`src/rtl/pong_match_ctrl.sv`:
```
// ---------------------------------------------------------------------------
// pong_match_ctrl
//   Match sequencer for a two-player pong game. Tracks scores, hands the
//   serve to the player who just lost a point, pauses between points and
//   declares a winner once a player reaches WIN_SCORE.
//
// Parameters
//   WIN_SCORE    points needed to win (1..9)
//   PAUSE_TICKS  TICK pulses spent between points (0 is treated as 1)
//
// Ports
//   CLK         in   system clock, rising edge
//   RSTn        in   asynchronous active-low reset
//   TICK        in   one-cycle game-tick pulse
//   START       in   raw push-button level, asynchronous to CLK
//   MISS1       in   ball parked past bar 1 (point to player 2)
//   MISS2       in   ball parked past bar 2 (point to player 1)
//   BALL_EN     out  ball-motion enable
//   SERVE       out  one-cycle pulse: re-place ball on the serving bar
//   SERVE_SIDE  out  serving player, 0 = bar 1, 1 = bar 2
//   SCORE1/2    out  binary scores 0..9
//   SCORE_DISP  out  SCORE1*100 + SCORE2 for the 7-segment converter
//   WINNER      out  0 = none, 1 = player 1, 2 = player 2
//   STATE       out  current state encoding (debug)
// ---------------------------------------------------------------------------
module pong_match_ctrl #(
    parameter logic [3:0] WIN_SCORE   = 4'd5,
    parameter logic [7:0] PAUSE_TICKS = 8'd16
) (
    input  logic        CLK,
    input  logic        RSTn,
    input  logic        TICK,
    input  logic        START,
    input  logic        MISS1,
    input  logic        MISS2,
    output logic        BALL_EN,
    output logic        SERVE,
    output logic        SERVE_SIDE,
    output logic [3:0]  SCORE1,
    output logic [3:0]  SCORE2,
    output logic [13:0] SCORE_DISP,
    output logic [1:0]  WINNER,
    output logic [2:0]  STATE
);

    localparam logic [2:0] ST_IDLE  = 3'd0;
    localparam logic [2:0] ST_SERVE = 3'd1;
    localparam logic [2:0] ST_PLAY  = 3'd2;
    localparam logic [2:0] ST_POINT = 3'd3;
    localparam logic [2:0] ST_OVER  = 3'd4;

    localparam logic [7:0] PAUSE_LOAD = (PAUSE_TICKS == 8'd0) ? 8'd1 : PAUSE_TICKS;

    function automatic logic [3:0] sat_inc(input logic [3:0] v);
        return (v >= 4'd9) ? 4'd9 : v + 4'd1;
    endfunction

    function automatic logic [13:0] disp_of(input logic [3:0] s1, input logic [3:0] s2);
        return 14'(s1) * 14'd100 + 14'(s2);
    endfunction

    logic [2:0] state;
    logic [2:0] next_state;

    // start_p0/p1 form the synchronizer, start_p2 is the edge-detect history
    logic start_p0, start_p1, start_p2;
    logic miss1_p0, miss2_p0;
    logic start_edge, miss1_edge, miss2_edge;

    logic [7:0] pause_cnt;
    logic [7:0] pause_cnt_d;
    logic       ball_en_d, serve_d, serve_side_d;
    logic [3:0] score1_d, score2_d;
    logic [1:0] winner_d;
    logic       score_win;

    // ---- input conditioning stage ----
    always_ff @(posedge CLK or negedge RSTn) begin
        if (!RSTn) begin
            start_p0 <= 1'b0;
            start_p1 <= 1'b0;
            start_p2 <= 1'b0;
            miss1_p0 <= 1'b0;
            miss2_p0 <= 1'b0;
        end else begin
            start_p0 <= START;
            start_p1 <= start_p0;
            start_p2 <= start_p1;
            // history flops track the level in every state, so a level that
            // rose outside PLAY cannot score when PLAY is later entered
            miss1_p0 <= MISS1;
            miss2_p0 <= MISS2;
        end
    end

    assign start_edge = start_p1 & ~start_p2;
    assign miss1_edge = MISS1 & ~miss1_p0;
    assign miss2_edge = MISS2 & ~miss2_p0;
    assign score_win  = (SCORE1 == WIN_SCORE) || (SCORE2 == WIN_SCORE);

    // ---- state register ----
    always_ff @(posedge CLK or negedge RSTn) begin
        if (!RSTn) begin
            state <= ST_IDLE;
        end else begin
            state <= next_state;
        end
    end

    assign STATE = state;

    always_comb begin
        next_state = state;
        case (state)
            ST_IDLE:  if (start_edge) next_state = ST_SERVE;
            ST_SERVE: next_state = ST_PLAY;
            ST_PLAY:  if (miss1_edge || miss2_edge) next_state = ST_POINT;
            ST_POINT: begin
                // pause_cnt <= 1 means this TICK takes the counter to zero
                if (TICK && (pause_cnt <= 8'd1)) begin
                    next_state = score_win ? ST_OVER : ST_SERVE;
                end
            end
            ST_OVER:  if (start_edge) next_state = ST_SERVE;
            default:  next_state = ST_IDLE;
        endcase
    end

    // Next values of the registered outputs; BALL_EN/SERVE are decoded from
    // next_state so they line up with STATE in the same cycle.
    always_comb begin
        ball_en_d    = (next_state == ST_PLAY);
        serve_d      = (next_state == ST_SERVE);
        serve_side_d = SERVE_SIDE;
        score1_d     = SCORE1;
        score2_d     = SCORE2;
        winner_d     = WINNER;
        pause_cnt_d  = pause_cnt;
        case (state)
            ST_IDLE, ST_OVER: begin
                if (start_edge) begin
                    score1_d     = 4'd0;
                    score2_d     = 4'd0;
                    winner_d     = 2'd0;
                    serve_side_d = 1'b0;
                end
            end
            ST_PLAY: begin
                // MISS1 wins a tie; a simultaneous MISS2 edge is dropped
                if (miss1_edge) begin
                    score2_d     = sat_inc(SCORE2);
                    serve_side_d = 1'b0;
                    pause_cnt_d  = PAUSE_LOAD;
                end else if (miss2_edge) begin
                    score1_d     = sat_inc(SCORE1);
                    serve_side_d = 1'b1;
                    pause_cnt_d  = PAUSE_LOAD;
                end
            end
            ST_POINT: begin
                if (TICK && (pause_cnt != 8'd0)) begin
                    pause_cnt_d = pause_cnt - 8'd1;
                end
                if (next_state == ST_OVER) begin
                    winner_d = (SCORE1 == WIN_SCORE) ? 2'd1 : 2'd2;
                end
            end
            default: ;
        endcase
    end

    // ---- output register stage ----
    always_ff @(posedge CLK or negedge RSTn) begin
        if (!RSTn) begin
            BALL_EN    <= 1'b0;
            SERVE      <= 1'b0;
            SERVE_SIDE <= 1'b0;
            SCORE1     <= 4'd0;
            SCORE2     <= 4'd0;
            SCORE_DISP <= 14'd0;
            WINNER     <= 2'd0;
            pause_cnt  <= 8'd0;
        end else begin
            BALL_EN    <= ball_en_d;
            SERVE      <= serve_d;
            SERVE_SIDE <= serve_side_d;
            SCORE1     <= score1_d;
            SCORE2     <= score2_d;
            SCORE_DISP <= disp_of(SCORE1, SCORE2);
            WINNER     <= winner_d;
            pause_cnt  <= pause_cnt_d;
        end
    end

endmodule

```
`config.mk`:
```
export PLATFORM = sky130hd
export DESIGN_NAME = pong_match_ctrl
export DESIGN_NICKNAME = d
export VERILOG_FILES = /design/src/rtl/pong_match_ctrl.sv
export SDC_FILE = /design/constraint.sdc
export NUM_CORES = 1
export LEC_CHECK = 0
export CAP_MARGIN = 20
export CORE_MARGIN = 2
export CORE_UTILIZATION = 40
export CTS_BUF_LIST = sky130_fd_sc_hd__clkbuf_4 sky130_fd_sc_hd__clkbuf_8
export CTS_CLUSTER_DIAMETER = 30
export DETAILED_ROUTE_END_ITERATION = 8
export GPL_TIMING_DRIVEN = 0
export PLACE_DENSITY_LB_ADDON = 0.25
export SYNTH_ARGS = -nofsm -noshare
export SYNTH_HDL_FRONTEND = slang
export SYNTH_SLANG_ARGS = --single-unit
export TNS_END_PERCENT = 50
```
`constraint.sdc`:
```
create_clock -name CLK -period 3.4 [get_ports CLK]
set_input_delay 1.02 -clock CLK [delete_from_list [all_inputs] [get_ports CLK]]
set_output_delay 1.02 -clock CLK [all_outputs]
set_load 0.005 [all_outputs]
```
==> summary.txt, run 1 <==
Placement
  – Setup WS pre-CTS: 628 ps
  – Port bufs: 33
  – DP Wirelength: 3.12 mm
  – Gp weighted congestion: 0.818

Critical path
  – Arr. time, crit path: 2860 ps
  – Worst Path Required: 3610 ps
  – Startpoint types: register
  – Crit. End Element: register
  – Top fanout value on the critical path: 9
  – Crit path kind: register to register

Yosys
  – Yosys top cell by area: dfrtp_1
  – Synth Instances: 217
  – Cell types occupying the most area after synthesis: dfrtp_1 46%, ha_1 11%, inv_1 3.2%
  – Synth top area share: 0.455
  – Seq/Total Area, Yosys: 0.455
  – Post-Synthesis Cell Area: 0.00225 sq mm
  – Synth warn: 0
  – Post-synthesis cell type count: 44
  – Post-synth EDFFs: 0
  – Synth Flop Type: dfrtp_1
  – Async S/R FF share, synth: 1.00
  – Synthesized flop and latch total: 41
  – Syn_area_per_cell: 10.4 sq um

Clock tree
  – Hold_buf cts: 0
  – # clock sinks: 41
  – Clk Latency, worst-skew pair: 290 ps
  – Clock Tree Root: clkbuf_8
  – Worst-path clk slew: 70 ps
  – Post-CTS resize count: 0
  – Htree depth: 2
  – Clk buf depth: 2
  – CTS Buf Count: 5
  – CTS tree: yes
  – Post-CTS setup buffers: 0

Global route
  – Largest net degree at the start of global routing: 42
  – Overall Global Routing Usage: 0.147
  – Initial antenna violation count: 0
  – Number of global-route vias before repair: 1582
  – Total grt overflow: 0
  – Global-route wire length before repair: 7.22 mm

Drt
  – Met3 wire len: 171 microns
  – DRT Pass-1 Iters: 4
  – Drt wl/cell: 12.4 microns
  – Via count: 1640
  – Initial DRC count: 69
  – Final wirelength: 4.10 mm
  – DRC viols: 0
  – WL met2: 1.91 mm
  – WL met1: 1.97 mm
  – DR top layer: met4
  – DR vias/cell: 4.95
  – Final ANT Viol Nets: 0

Floorplanning
  – Initial core utilization: 0.412
  – Rows: 27
  – Ports: 36
  – Chip width: 79.1 microns
  – Die area: 0.00625 sq mm
  – Die height: 79.1 microns
  – Core area: 0.00547 sq mm

STA
  – Fin worst setup slack: 750 ps
  – RSZ-0062 raised after global routing: false
  – Slew Viols, Final: 0
  – # setup viols final: 0
  – Setup TNS: 0 ps
  – Rel. slew slack: 0.415
  – Setup Skew: 11.6 ps
  – Worst slew pin tran: 878 ps
  – Final Critical Period: 2650 ps
  – Maximum clock frequency: 377 MHz
  – Fin. Hold Viols: 0
  – Tcrit/Tclk final: 0.779

Power
  – Tot Pwr: 2.14 mW
  – LEAKAGE: 1.25 nW
  – Switching Fraction: 0.356
  – Psw: 760 uW
  – Power density cells: 765 mW/mm^2
  – Sequential power share: 0.378
  – Comb power frac: 0.434
  – Power Internal: 1.38 mW
  – Power share of the clock group: 0.188
  – Worst VDD drop: 405 uV

Cells and area
  – Area Overhead vs Synth: 23.9%
  – Antenna fix cells: 0
  – Layout cells sized above 1: 0.0849
  – Commonest cells after routing, fill and taps aside: 41 x dfrtp_1, 32 x clkdlybuf4s50_1, 20 x ha_1
  – Commonest non-fill, non-tap cell in the layout: dfrtp_1
  – NumNets Final: 286

Run
  – Max cap viols: 0

Run status
  – Status: complete, no violations

Hold path
  – Hold Crit Class: register to register
[cell type report]
type,count,area (sq um)
fill,515,2680
timing repair buffer,33,325
clock inverter,1,30.0
tap,72,90.1
multi-input combinational,155,1140
buffer,3,18.8
inverter,19,71.3
clock buffer,7,90.1
sequential,41,1030
[registers in the layout (all words and copies together) (netlist names)]
signal	flops
start_p1	1
SERVE	1
start_p2	1
SCORE1	4
pause_cnt	8
STATE	3
WINNER	2
miss2_p0	1
start_p0	1
SCORE_DISP	12
miss1_p0	1
SERVE_SIDE	1
SCORE2	4
BALL_EN	1
[logic make-up (layout without fill, tap and decap cells)]
family                     count (synthesis)  after routing  share of synthesized area
AOI/OAI and AO/OA                         38             38                      0.120
xor gates and xnor gates                  13             13                     0.0505
adders and majority gates                 22             22                      0.129
buffers and inverters                     22             63                     0.0400
DFF                                       41             41                      0.455
muxes                                      4              4                     0.0178
other                                      1              2                    0.00166
and+or+nand+nor                           76             76                      0.186
[stage by stage]
step / std cells / utilization / cell area [sq um] / hold WS [ps]
after global placement: 323 / 0.489 / 2680 / 336
after detailed placement: 323 / 0.489 / 2670 / 346
final: 331 / 0.511 / 2790 / 355
after floorplan: 218 / - / 2260 / 331
after CTS: 331 / 0.511 / 2790 / 361
after global routing: 331 / 0.511 / 2790 / 371
[path summary, 6_finish.rpt]
| path | start | endpoint | slack (ps) | cells past startpoint |
|---|---|---|---|---|
| max | SCORE1[0] | SCORE_DISP[9] | 750 | 8 |
| min | start_p0 | start_p1 | 350 | 0 |
| max reg2reg | SCORE1[0] | SCORE_DISP[9] | 750 | 8 |
| min reg2reg | start_p0 | start_p1 | 350 | 0 |
| max in group asynchronous | RSTn | start_p0 | 1990 | 1 |
| min in group asynchronous | RSTn | SCORE_DISP[9] | 850 | 1 |
[power by group through the flow]
stage,Combinational (mW),Clock (mW),Sequential [mW]
final,0.927,0.402,0.808
after global routing,1.06,0.438,0.834
after CTS,0.939,0.414,0.809
after detailed placement,0.930,0,0.818
after global placement,0.911,0,0.817
after floorplan,0.569,0,0.795
[synthesized netlist by cell type, types with 3 or more instances]
cell type,number
dfrtp_1,41
ha_1,20
inv_1,19
nor2_1,18
nand2_1,17
o21ai_0,9
a21oi_1,8
xnor2_1,7
xor2_1,6
nand3_1,5
nor3_1,5
a31oi_1,4
mux2i_1,4
nand2b_1,4
or3b_2,4
a211oi_1,3
or3_1,3
[worst max-delay path: stages (launching register included)]
cell and delay [ps]:
dfrtp_1 540, inv_1 80, ha_1 320, ha_1 230, inv_1 70, fa_1 450, or3_1 420, o31ai_1 300
xor2_1 160
[layer usage]
metal,vias up,global-route usage
li1,835,-
met1,767,0.199
met2,32,0.231
met3,6,0.0375
met4,0,0.0466
met5,-,0
(Power assumes the default switching activity.)
==> run 2: changes to the inputs <==
clock period = 2.12 ns   (was 3.4 ns; I/O delays follow)
==> run 2 against run 1 <==
Compared with the run above:
- the run now ends with setup timing left
- die area unchanged
- count of clock-buffer cells in the layout unchanged
- critical path depth unchanged
- global-route usage increased by 0.15 points
- core utilization increased by 2.6 points
- sequential cell count unchanged
- final cell count increased by 2.7%
- clock power increased by 33%
- first-iteration DRC count decreased by 48%
- non-clock buffer count increased by 9
- largest cell class unchanged
==> summary.txt, run 2 (synthesis gave the netlist of run 1 again) <==
STA
  – Setup Skew: 12.1 ps (was 11.6 ps)
  – Setup TNS: -246 ps (was 0 ps)
  – Fin. Hold Viols: 0 (unchanged)
  – Final Critical Period: 2230 ps (was 2650 ps)
  – Rel. slew slack: 0.557 (was 0.415)
  – RSZ-0062 raised after global routing: true (was false)
  – Worst slew pin tran: 659 ps (was 878 ps)
  – Fin worst setup slack: -107 ps (was 750 ps)
  – Tcrit/Tclk final: 1.05 (was 0.779)
  – # setup viols final: 3 (was 0)
  – Maximum clock frequency: 449 MHz (was 377 MHz)
  – Slew Viols, Final: 0 (unchanged)

Global route
  – Total grt overflow: 0 (unchanged)
  – Global-route wire length before repair: 7.33 mm (was 7.22 mm)
  – Overall Global Routing Usage: 0.148 (was 0.147)
  – Largest net degree at the start of global routing: 40 (was 42)
  – Initial antenna violation count: 0 (unchanged)
  – Top Usage Layer GRT: met2 (unchanged)
  – GR Util met3: 0.0284 (was 0.0375)
  – Number of global-route vias before repair: 1615 (was 1582)
  – Routing usage on met2: 0.244 (was 0.231)
  – Met1 Track Usage GR: 0.194 (was 0.199)

Cells and area
  – Flip-flop count of the largest register after layout: 12 (unchanged)
  – NumNets Final: 295 (was 286)
  – Commonest cells after routing, fill and taps aside: 37 x dfrtp_1, 32 x clkdlybuf4s50_1, 18 x nor2_1, 18 x ha_1, 17 x nand2_1 (was 41 x dfrtp_1, 32 x clkdlybuf4s50_1, 20 x ha_1)
  – Layout cells sized above 1: 0.187 (was 0.0849)
  – Non-filler instance count after layout: 340 (was 331)
  – Post-layout util: 0.537 (was 0.511)
  – Top Registers: SCORE_DISP: 12 flops, pause_cnt: 8 flops (unchanged)
  – Area Overhead vs Synth: 30.2% (was 23.9%)
  – Antenna fix cells: 0 (unchanged)
  – Largest Register: SCORE_DISP (unchanged)
  – Design area: 0.00294 sq mm (was 0.00279 sq mm)
  – Commonest non-fill, non-tap cell in the layout: dfrtp_1 (unchanged)

Clock tree
  – Worst-path clk slew: 70 ps (about the same)
  – Clk Latency, worst-skew pair: 290 ps (about the same)
  – CTS Buf Count: 5 (unchanged)
  – # clock sinks: 41 (unchanged)
  – Clock Tree Root: clkbuf_8 (unchanged)
  – Htree depth: 2 (unchanged)
  – CTS tree: yes (unchanged)
  – Clk buf depth: 2 (unchanged)

Critical path
  – Crit. End Element: register (unchanged)
  – Crit path kind: register to register (unchanged)
  – R2R cell count: 8 (unchanged)
  – Setup crit end: SCORE_DISP[9] (unchanged)
  – Startpoint types: register (unchanged)
  – Top fanout value on the critical path: 4 (was 9)
  – Arr. time, crit path: 2430 ps (was 2860 ps)
  – Reg2Reg Setup Slack: -110 ps (was 750 ps)
  – Worst r2r src: SCORE1[1] (was SCORE1[0])
  – CP startpoint: SCORE1[1] (was SCORE1[0])
  – Worst Path Required: 2330 ps (was 3610 ps)
  – Worst reg2reg path endpoint: SCORE_DISP[9] (unchanged)

Run status
  – Status: finished with violations (was complete, no violations)
  – Violated checks: setup timing

Drt
  – Drt wl/cell: 12.7 microns (was 12.4 microns)
  – Via count: 1682 (was 1640)
  – DR vias/cell: 4.95 (about the same)
  – Initial DRC count: 36 (was 69)
  – Final wirelength: 4.32 mm (was 4.10 mm)
  – DRC viols: 0 (unchanged)
  – Final ANT Viol Nets: 0 (unchanged)
  – DRT Pass-1 Iters: 4 (unchanged)

Floorplanning
  – Initial core utilization: 0.412 (unchanged)
  – Rows: 27 (unchanged)
  – Die area: 0.00625 sq mm (unchanged)
  – Core area: 0.00547 sq mm (unchanged)
  – Ports: 36 (unchanged)
  – Die height: 79.1 microns (unchanged)
  – Chip width: 79.1 microns (unchanged)

Power
  – Power density cells: 1200 mW/mm^2 (was 765 mW/mm^2)
  – Tot Pwr: 3.53 mW (was 2.14 mW)
  – Worst VDD drop: 601 uV (was 405 uV)
  – LEAKAGE: 1.28 nW (was 1.25 nW)

Placement
  – Port bufs: 33 (unchanged)
  – Placed Cells incl. Taps: 324 (was 323)
  – Placed Area: 0.00275 sq mm (was 0.00267 sq mm)
  – DP Wirelength: 3.12 mm (about the same)
  – Gp weighted congestion: 0.781 (was 0.818)

Hold path
  – Hold Crit Class: primary input to asynchronous set/reset pin (was register to register)

Run
  – Max cap viols: 0 (unchanged)
-- run 2: power breakdown --
part	internal (mW)	switching [mW]	leakage, nW
sequential	1.04	0.231	0.505
combinational	0.909	0.819	0.731
clock	0.277	0.257	0.0479
-- run 2: how the worst min path moves through the flow --
stage | start | endpoint | slack [ps] | cells past startpoint
after detailed placement | start_p0 | start_p1 | 340 | 0
final | RSTn | SCORE_DISP[11] | 140 | 1
after CTS | RSTn | SCORE_DISP[9] | 140 | 1
after global routing | RSTn | SCORE_DISP[9] | 120 | 1
after floorplan | start_p0 | start_p1 | 330 | 0
after global placement | start_p0 | start_p1 | 340 | 0
-- run 2: layout make-up --
type | instances | area (sq um)
well taps | 72 | 90.1
plain buffers | 2 | 15.0
repair buffers | 43 | 413
flip-flops and latches | 41 | 1030
multi-input cells | 155 | 1220
inverters | 19 | 73.8
fillers | 497 | 2540
clock buffers | 7 | 90.1
clock inverters | 1 | 7.51
-- run 2: critical path, cell delays in order (launching register included) --
cell and delay (ps):
dfrtp_2 450, inv_4 80, ha_4 210, ha_4 160, inv_2 50, fa_2 460
or3_4 410, o31ai_4 180, xor2_1 160
-- run 2: metal layers --
metal  share of wire  vias up  wire, microns
li1                -      848              -
met1            0.48      797           2050
met2            0.48       31           2060
met3           0.035        6            153
met4           0.012        0             53
met5               0        -              0
-- run 2: metrics by stage --
stage / worst slack [ps] / hold slack (ps)
after floorplan: -127 / 331
after global placement: -798 / 338
after detailed placement: -303 / 345
after CTS: -142 / 137
after global routing: -195 / 123
final: -107 / 144
-- run 2: what timing repair did --
action                     CTS  global route
pin swaps                    3             4
gates cloned                 0             0
setup endpoints to repair    5             5
buffers inserted             6             3
gates resized for setup      8             3
hold buffers                 0             0
==> run 3: changes to the inputs <==
CORE_UTILIZATION = 35   (was 40)
==> run 3 against run 2 <==
Compared with the run above:
- the run still ends with setup timing left
- core utilization shrank 6.2 points
- global-route usage shrank 1.5 points
- worst setup slack lost 6.0 ps
- non-clock buffer count grew 2
- critical endpoint unchanged
==> summary.txt, run 3 (synthesis gave the netlist of run 1 again) <==
Run status
  – Status: finished with violations (unchanged)
  – Violated checks: setup timing (unchanged)

Power
  – Psw: 1.33 mW (was 1.31 mW)
  – Tot Pwr: 3.64 mW (was 3.53 mW)
  – Power Internal: 2.31 mW (was 2.23 mW)
  – Power share of the clock group: 0.166 (was 0.151)
  – Worst VDD drop: 511 uV (was 601 uV)
  – Sequential power share: 0.353 (was 0.360)
  – Power density cells: 1220 mW/mm^2 (was 1200 mW/mm^2)
  – Switching Fraction: 0.366 (was 0.370)
  – LEAKAGE: 1.31 nW (was 1.28 nW)
  – Comb power frac: 0.480 (was 0.489)

Cells and area
  – Antenna fix cells: 0 (unchanged)
  – Area Overhead vs Synth: 32.2% (was 30.2%)
  – Top Registers: SCORE_DISP: 12 flops, pause_cnt: 8 flops (unchanged)
  – Flip-flop count of the largest register after layout: 12 (unchanged)
  – Non-filler instance count after layout: 346 (was 340)
  – NumNets Final: 297 (was 295)
  – Layout cells sized above 1: 0.204 (was 0.187)
  – Commonest non-fill, non-tap cell in the layout: dfrtp_1 (unchanged)
  – Commonest cells after routing, fill and taps aside: 37 x dfrtp_1, 32 x clkdlybuf4s50_1, 18 x nor2_1 (was 37 x dfrtp_1, 32 x clkdlybuf4s50_1, 18 x nor2_1, 18 x ha_1, 17 x nand2_1)
  – Largest Register: SCORE_DISP (unchanged)
  – Number of fill cells: 572 (was 497)
  – Post-layout util: 0.475 (was 0.537)

STA
  – # setup viols final: 2 (was 3)
  – Final Critical Period: 2230 ps (about the same)
  – Maximum clock frequency: 448 MHz (was 449 MHz)
  – Fin. Hold Viols: 0 (unchanged)
  – Rel. slew slack: 0.576 (was 0.557)
  – RSZ-0062 raised after global routing: true (unchanged)
  – Worst slew pin tran: 631 ps (was 659 ps)
  – Fin worst setup slack: -113 ps (was -107 ps)
  – Tcrit/Tclk final: 1.05 (about the same)
  – Setup Skew: 8.62 ps (was 12.1 ps)
  – Hold slack: 162 ps (was 144 ps)
  – Slew Viols, Final: 0 (unchanged)

Critical path
  – Worst Path Required: 2340 ps (was 2330 ps)
  – R2R cell count: 8 (unchanged)
  – Crit. End Element: register (unchanged)
  – Worst r2r src: SCORE1[1] (unchanged)
  – CP startpoint: SCORE1[1] (unchanged)
  – Startpoint types: register (unchanged)
  – Top fanout value on the critical path: 6 (was 4)
  – Reg2Reg Setup Slack: -110 ps (about the same)
  – Crit path kind: register to register (unchanged)
  – Worst reg2reg path endpoint: SCORE_DISP[9] (unchanged)
  – Arr. time, crit path: 2450 ps (was 2430 ps)

Drt
  – Drt wl/cell: 13.0 microns (was 12.7 microns)
  – Initial DRC count: 107 (was 36)
  – DRC viols: 0 (unchanged)
  – DRT Pass-1 Iters: 4 (unchanged)
  – Via count: 1690 (was 1682)
  – Final wirelength: 4.50 mm (was 4.32 mm)
  – DR vias/cell: 4.88 (was 4.95)
  – Final ANT Viol Nets: 0 (unchanged)

Placement
  – Port bufs: 33 (unchanged)
  – Gp weighted congestion: 0.808 (was 0.781)
  – Setup WS pre-CTS: -276 ps (was -303 ps)
  – Placed Cells incl. Taps: 329 (was 324)
  – DP Wirelength: 3.28 mm (was 3.12 mm)

Hold path
  – Hold Crit Class: primary input to asynchronous set/reset pin (unchanged)

Floorplanning
  – Die height: 84.3 microns (was 79.1 microns)
  – Initial core utilization: 0.359 (was 0.412)
  – Chip width: 84.3 microns (was 79.1 microns)
  – Ports: 36 (unchanged)
  – Die area: 0.00710 sq mm (was 0.00625 sq mm)
  – Core area: 0.00628 sq mm (was 0.00547 sq mm)
  – Rows: 29 (was 27)

Clock tree
  – CTS Buf Count: 5 (unchanged)
  – Clk buf depth: 2 (unchanged)
  – # clock sinks: 41 (unchanged)
  – CTS tree: yes (unchanged)
  – Clk Latency, worst-skew pair: 290 ps (about the same)
  – Htree depth: 2 (unchanged)
  – Clock Tree Root: clkbuf_8 (unchanged)
  – Worst-path clk slew: 80 ps (was 70 ps)

Global route
  – Largest net degree at the start of global routing: 39 (was 40)
  – Overall Global Routing Usage: 0.133 (was 0.148)
  – Total grt overflow: 0 (unchanged)
  – Global-route wire length before repair: 7.58 mm (was 7.33 mm)
  – Number of global-route vias before repair: 1567 (was 1615)
  – Initial antenna violation count: 0 (unchanged)

Run
  – Max cap viols: 0 (unchanged)
==> run 3: changes by cell type in the layout (fill, tap and decap cells not counted), sizes merged <==
| cell | previous run | this run |
|---|---|---|
| clkinvlp | 1 | 0 |
| bufinv | 0 | 1 |
| clkbuf | 7 | 6 |
| buf | 13 | 14 |
| clkinv | 0 | 1 |
==> run 3: timing repair <==
action	in CTS	in global routing
endpoints found under the setup margin	5	4
hold buffers	0	0
buffers inserted	3	7
hold endpoints to repair	0	0
cloned	0	0
pin swaps	1	3
resized for setup	5	12
==> run 3: worst max path at each step <==
stage	end	slack, ps	cells past startpoint
after global placement	SCORE1[0]	-890	1
final	SCORE_DISP[9]	-110	8
after CTS	SCORE_DISP[9]	-140	8
after global routing	SCORE_DISP[9]	-180	8
after floorplan	SCORE_DISP[9]	-130	8
after detailed placement	SCORE_DISP[9]	-280	8
==> run 3: layout make-up <==
class                   instances  area (sq um)  area share
plain buffers                   3          20.0     0.00672
clock buffers                   5          68.8      0.0231
clock inverters                 2          35.0      0.0118
inverters                      19          73.8      0.0248
multi-input cells             155          1230       0.414
flip-flops and latches         41          1030       0.346
well taps                      77          96.3      0.0323
repair buffers                 44           420       0.141
==> run 3: power groups by stage <==
stage / logic, mW / registers, mW / clock network [mW]
final: 1.75 / 1.29 / 0.606
after global routing: 1.96 / 1.33 / 0.656
after CTS: 1.65 / 1.30 / 0.624
after detailed placement: 1.57 / 1.32 / 0
after global placement: 1.55 / 1.31 / 0
after floorplan: 0.982 / 1.28 / 0
==> run 3: worst max-delay path: stages (launching register included) <==
cell     delay [ps]
dfrtp_2         470
inv_4            80
ha_4            210
ha_4            160
inv_2            40
fa_2            450
or3_4           410
o31ai_4         180
xor2_1          150
==> run 3: metrics by stage <==
step / instance area (sq um) / TNS (ps)
final: 2980 / -116
after global placement: 2740 / -32030
after global routing: 2980 / -368
after floorplan: 2310 / -147
after CTS: 2890 / -238
after detailed placement: 2750 / -1950
==> run 3: metal layers <==
metal | wire length (microns) | part of all wire | global-route usage
met1 | 2180 | 0.49 | 0.188
met2 | 2060 | 0.46 | 0.201
met3 | 198 | 0.044 | 0.0364
met4 | 57 | 0.013 | 0.0396
met5 | 0 | 0 | 0
